### src/rtl/branch_flag_if.sv
// EX-stage flag-writing handshake plus the forwarded branch flags it feeds.
// The master drives the EX side; the slave (the flag unit) drives the flags.
interface branch_flag_if #(parameter int DATA_WIDTH = 8);
  logic                  ex_valid;
  logic                  ex_dest;
  logic [DATA_WIDTH-1:0] ex_result;
  logic                  ex_carry;
  logic                  ex_carry_we;
  logic                  stall;
  logic                  flush;
  logic                  ZA, NA, CA, ZB, NB, CB;
  logic                  pend_a, pend_b;

  modport master (
    output ex_valid, ex_dest, ex_result, ex_carry, ex_carry_we, stall, flush,
    input  ZA, NA, CA, ZB, NB, CB, pend_a, pend_b
  );
  modport slave (
    input  ex_valid, ex_dest, ex_result, ex_carry, ex_carry_we, stall, flush,
    output ZA, NA, CA, ZB, NB, CB, pend_a, pend_b
  );
endinterface

### src/rtl/branch_flag_unit.sv
// Zero/sign/carry flags for accumulators A and B.
// Each update sits in a one-entry MEM stage, then commits to the architectural flags.
module branch_flag_unit #(
  parameter int DATA_WIDTH = 8
) (
  input  logic       clk,
  input  logic       reset,
  branch_flag_if.slave bus
);
  typedef struct packed {
    logic z;
    logic n;
    logic c;
  } flags_t;

  // Index 0 = accumulator A, index 1 = accumulator B.
  flags_t [1:0] arch_q, arch_d;
  flags_t       m_q, m_d;
  logic         m_valid_q, m_valid_d;
  logic         m_dest_q, m_dest_d;
  flags_t [1:0] fwd;
  flags_t       ex_f;

  // The youngest in-flight entry overrides the committed value of its accumulator.
  always_comb begin
    fwd = arch_q;
    if (m_valid_q) fwd[m_dest_q] = m_q;
  end

  // Carry-preserving ops take the forwarded C so back-to-back updates chain correctly.
  always_comb begin
    ex_f.z = (bus.ex_result == '0);
    ex_f.n = bus.ex_result[DATA_WIDTH-1];
    ex_f.c = bus.ex_carry_we ? bus.ex_carry : fwd[bus.ex_dest].c;
  end

  always_comb begin
    arch_d    = arch_q;
    m_valid_d = m_valid_q;
    m_dest_d  = m_dest_q;
    m_d       = m_q;
    if (!bus.stall) begin
      if (m_valid_q) arch_d[m_dest_q] = m_q;
      m_valid_d = bus.ex_valid && !bus.flush;
      if (m_valid_d) begin
        m_dest_d = bus.ex_dest;
        m_d      = ex_f;
      end
    end
  end

  always_ff @(posedge clk or posedge reset) begin
    if (reset) begin
      arch_q    <= '0;
      m_q       <= '0;
      m_valid_q <= 1'b0;
      m_dest_q  <= 1'b0;
    end else begin
      arch_q    <= arch_d;
      m_q       <= m_d;
      m_valid_q <= m_valid_d;
      m_dest_q  <= m_dest_d;
    end
  end

  assign bus.ZA     = fwd[0].z;
  assign bus.NA     = fwd[0].n;
  assign bus.CA     = fwd[0].c;
  assign bus.ZB     = fwd[1].z;
  assign bus.NB     = fwd[1].n;
  assign bus.CB     = fwd[1].c;
  assign bus.pend_a = m_valid_q && !m_dest_q;
  assign bus.pend_b = m_valid_q &&  m_dest_q;
endmodule

### src/flat_wrapper.sv
// flat-port wrapper written by rule: the top's interface ports become plain ports
module branch_flag_unit_flat 
#(
  parameter int DATA_WIDTH = 8
)
  (clk, reset, bus_ex_valid, bus_ex_dest, bus_ex_result, bus_ex_carry, bus_ex_carry_we, bus_stall, bus_flush, bus_ZA, bus_NA, bus_CA, bus_ZB, bus_NB, bus_CB, bus_pend_a, bus_pend_b);
  branch_flag_if #(.DATA_WIDTH(DATA_WIDTH)) bus_i ();
  input  logic clk;
  input  logic reset;
  input wire logic [$bits(bus_i.ex_valid)-1:0] bus_ex_valid;
  input wire logic [$bits(bus_i.ex_dest)-1:0] bus_ex_dest;
  input wire logic [$bits(bus_i.ex_result)-1:0] bus_ex_result;
  input wire logic [$bits(bus_i.ex_carry)-1:0] bus_ex_carry;
  input wire logic [$bits(bus_i.ex_carry_we)-1:0] bus_ex_carry_we;
  input wire logic [$bits(bus_i.stall)-1:0] bus_stall;
  input wire logic [$bits(bus_i.flush)-1:0] bus_flush;
  output wire logic [$bits(bus_i.ZA)-1:0] bus_ZA;
  output wire logic [$bits(bus_i.NA)-1:0] bus_NA;
  output wire logic [$bits(bus_i.CA)-1:0] bus_CA;
  output wire logic [$bits(bus_i.ZB)-1:0] bus_ZB;
  output wire logic [$bits(bus_i.NB)-1:0] bus_NB;
  output wire logic [$bits(bus_i.CB)-1:0] bus_CB;
  output wire logic [$bits(bus_i.pend_a)-1:0] bus_pend_a;
  output wire logic [$bits(bus_i.pend_b)-1:0] bus_pend_b;
  assign bus_i.ex_valid = bus_ex_valid;
  assign bus_i.ex_dest = bus_ex_dest;
  assign bus_i.ex_result = bus_ex_result;
  assign bus_i.ex_carry = bus_ex_carry;
  assign bus_i.ex_carry_we = bus_ex_carry_we;
  assign bus_i.stall = bus_stall;
  assign bus_i.flush = bus_flush;
  assign bus_ZA = bus_i.ZA;
  assign bus_NA = bus_i.NA;
  assign bus_CA = bus_i.CA;
  assign bus_ZB = bus_i.ZB;
  assign bus_NB = bus_i.NB;
  assign bus_CB = bus_i.CB;
  assign bus_pend_a = bus_i.pend_a;
  assign bus_pend_b = bus_i.pend_b;
  branch_flag_unit #(.DATA_WIDTH(DATA_WIDTH)) u_core (.clk(clk), .reset(reset), .bus(bus_i));
endmodule
### config.mk
export PLATFORM = sky130hd
export DESIGN_NAME = branch_flag_unit_flat
export DESIGN_NICKNAME = d
export VERILOG_FILES = /design/src/rtl/branch_flag_if.sv /design/src/rtl/branch_flag_unit.sv /design/src/flat_wrapper.sv
export SDC_FILE = /design/constraint.sdc
export NUM_CORES = 1
export LEC_CHECK = 0
export CAP_MARGIN = 5
export CORE_MARGIN = 2
export CORE_UTILIZATION = 35
export CTS_BUF_LIST = sky130_fd_sc_hd__clkbuf_8
export CTS_CLUSTER_DIAMETER = 60
export CTS_CLUSTER_SIZE = 30
export DETAILED_ROUTE_END_ITERATION = 16
export DONT_BUFFER_PORTS = 1
export MAX_ROUTING_LAYER = met4
export SYNTH_ARGS = -nofsm -noshare
export SYNTH_HDL_FRONTEND = slang
export SYNTH_SLANG_ARGS = --single-unit
### constraint.sdc
create_clock -name clk -period 1.26 [get_ports clk]
set_input_delay 0.126 -clock clk [delete_from_list [all_inputs] [get_ports clk]]
set_output_delay 0.126 -clock clk [all_outputs]
set_load 0.01 [all_outputs]
==> flow_metrics.py <==
metrics = {
    "sta": {
        "fmax_mhz": 691.5,
        "fin_worst_skew_ns": 0.003140,
        "relSlewSlack_pct": 71.18,
        "finalCritPeriodShare_pct": 114.8,
        "timing.hold.ws_ns": 0.01150,
        "min_period_ns": 1.446,
        "hold_viol_final": 0,
        "tns_ns": -0.8727,
        "tightest_slew_ns": 0.4318,
        "rsz0062_at_grt": "true",
        "post-route-worst-setup-slack_ns": -0.1862,
        "slew_violations": 0,
        "setup_viol": 7,
    },
    "critical_path": {
        "rrSetupSlack_ns": -0.08,
        "r2r_start": "u_core.m_dest_q",
        "required_ns": 1.13,
        "cp-end-kind": "output pin",
        "crit_slowest_cell": "dfrtp_1",
        "cp_top_family": "flip-flops",
        "cp_num_buf_inv": 1,
        "crit_path_max_fanout": 4,
        "r2r_end": "u_core.m_q[0]",
        "r2r_cells": 6,
        "startpoint": "u_core.m_dest_q",
        "start_kind": "flop",
        "crit_chain": "and2b_4, mux2_4, buf_6",
        "cp_data_arrival_time_ns": 1.32,
        "cp_slowest_stage_delay_ns": 0.37,
        "crit_type": "reg -> out",
    },
    "floorplan": {
        "core-area_mm2": 0.001506,
        "io_pins": 24,
        "start_util_pct": 37.13,
        "dieArea_mm2": 0.001934,
        "fp.dieW_um": 43.98,
        "rows": 14,
        "die_h_um": 43.98,
    },
    "synthesis": {
        "syn_avg_cell_area_um2": 12.71,
        "synth_cell_types": 18,
        "yosys_register_bits": 11,
        "synth.area.mux_share_pct": 29.31,
        "syn_inst": 44,
        "synth_simple_gate_area_share_pct": 14.32,
        "synth_xor_area_share_pct": 0,
        "yosys.area_share.adder_pct": 0,
        "synth_compound_area_share_pct": 5.145,
        "synth_top_family_by_area": "multiplexers",
        "yosysSeqAreaShare_pct": 49.22,
        "synth_area_um2": 559.3,
        "synth_nets": 60,
        "yosysWarnings": 0,
    },
    "cts": {
        "cts.sinks": 11,
        "htree_levels": 1,
        "cts_tree": "yes",
        "cts-root-buf": "clkbuf_8",
        "cts_made_buffers": 3,
        "clk_latency_ns": 0.24,
        "clock_path_buffers": 2,
        "clkSlewWorstSetupHoldPaths_ns": 0.05,
    },
    "global_routing": {
        "grt_pass1_wl_mm": 1.821,
        "antenna_found_initial": 0,
        "overflow": 0,
        "grt_max_degree": 12,
        "grt_use_total_pct": 13.85,
        "grt_pass1_vias": 408,
    },
    "run": {
        "maxCapViolations": 0,
    },
    "power": {
        "leakagePower_nw": 0.3826,
        "p_total_mw": 1.328,
        "power_density_mw_per_mm2": 1721,
        "peakVddDrop_mv": 0.8637,
    },
    "detailed_routing": {
        "num_vias": 424,
        "post_drt_wl_per_cell_um": 14.96,
        "routed_wl_mm": 1.137,
        "via_per_inst": 5.579,
        "drt_first_iter_violations": 7,
        "dr.pass1.iters": 4,
        "drcViolationCount": 0,
        "ant_nets": 0,
    },
    "outcome": {
        "outcome": "finished, violations left",
        "violations": "negative setup slack",
    },
    "cells_and_area": {
        "design_area_um2": 772.0,
        "n_antenna_cell": 0,
        "syn_to_final_growth_pct": 38.03,
        "final_cells": 76,
        "n_fill_cell": 129,
        "nets": 77,
        "drive_gt1_share_pct": 51.67,
        "utilization_pct": 51.25,
    },
    "worst_hold_path": {
        "hold_path_class": "in -> reg",
        "hold_depth": 1,
        "min-delay-start": "bus_stall",
        "worstHoldEndpoint": "u_core.m_valid_q",
    },
    "placed_design": {
        "pre_cts_ws_ns": -0.03122,
        "dpl-instance-area_um2": 624.3,
        "dp.cells": 66,
        "gp_congestion": 0.7899,
        "port_buffers": 0,
    },
}
-- synth_stat cells --
cell,n,area [um^2]
dfrtp_1,11,275.3
mux2_2,6,67.56
mux2_1,5,56.30
inv_1,3,11.26
and2b_4,2,20.02
mux2_4,2,30.03
nand2_1,2,7.510
nor4_1,2,12.51
o21ai_0,2,10.01
a21o_1,1,7.510
a31oi_1,1,6.260
mux2i_1,1,10.01
nand2b_1,1,6.260
nand3_1,1,5.000
nor2_1,1,3.750
nor2b_1,1,6.260
nor3b_4,1,18.77
o21ai_1,1,5.000
-- state kept, by name, indices dropped and copies added, names as in the netlist --
| signal | flops |
|---|---|
| u_core.arch_q | 6 |
| u_core.m_dest_q | 1 |
| u_core.m_q | 3 |
| u_core.m_valid_q | 1 |
-- power by group --
| part | switching (mW) | total [mW] | internal [mW] | leakage [nW] |
|---|---|---|---|---|
| Sequential | 0.0644 | 0.512 | 0.448 | 0.141 |
| Combinational | 0.163 | 0.474 | 0.311 | 0.214 |
| Clock | 0.129 | 0.342 | 0.214 | 0.0269 |
-- placed cells by master (no fill, tap or decap) --
master and instances:
mux2_1 2, mux2_4 8, o21ai_2 1, nand2_1 1, nand2b_1 1, buf_4 6
dlygate4sd3_1 1, nor3b_4 1, nand3_1 1, a21o_1 1, mux2_2 3, nor2_2 1
inv_1 4, clkbuf_8 3, mux2i_1 1, o21ai_1 1, o21ai_0 1, nor4_1 2
nor2b_1 1, and2b_4 2, dfrtp_1 11, nand2_4 1, a31oi_1 1, buf_6 5
-- what timing repair did --
item,in CTS,in global routing
endpoints found under the setup margin,10,13
cloned,0,0
setup buffers,4,1
pin swaps,1,0
hold buffers,1,0
hold endpoints to repair,11,0
resized for setup,14,2
-- kinds of logic (layout without fill, tap and decap cells) --
| logic type | count (synthesis) | in the layout |
|---|---|---|
| and+or+nand+nor | 11 | 11 |
| buffers and inverters | 3 | 19 |
| DFF | 11 | 11 |
| muxes | 14 | 14 |
| AOI/OAI and AO/OA | 5 | 5 |
-- routing by layer --
metal  GRT usage (%)  vias up  part of all wire, %
met1           16.80      203                   43
met3           5.000        4                   11
met5               -        -                    0
met2           19.12       23                   43
met4           9.091        0                  2.6
li1                -      194                    -
-- worst max-delay path by stage --
stage	to	slack [ns]	depth (start not counted)
after floorplan	u_core.m_q[0]	-0.02	4
after global placement	u_core.m_q[0]	-0.008	4
after detailed placement	u_core.m_q[0]	-0.03	4
after CTS	bus_CA	-0.19	3
after global routing	bus_CA	-0.23	3
final	bus_CA	-0.19	3
-- final cells by class --
type                    count  area [um^2]  share of cell area (%)
clock buffers               3        41.29                   5.348
well taps                  16        20.02                   2.593
multi-input cells          30        309.0                   40.03
flip-flops and latches     11        275.3                   35.66
repair buffers             12        111.4                   14.42
inverters                   3        11.26                   1.459
clock inverters             1        3.754                  0.4862
Note: power is estimated with default switching activity, not from simulation.
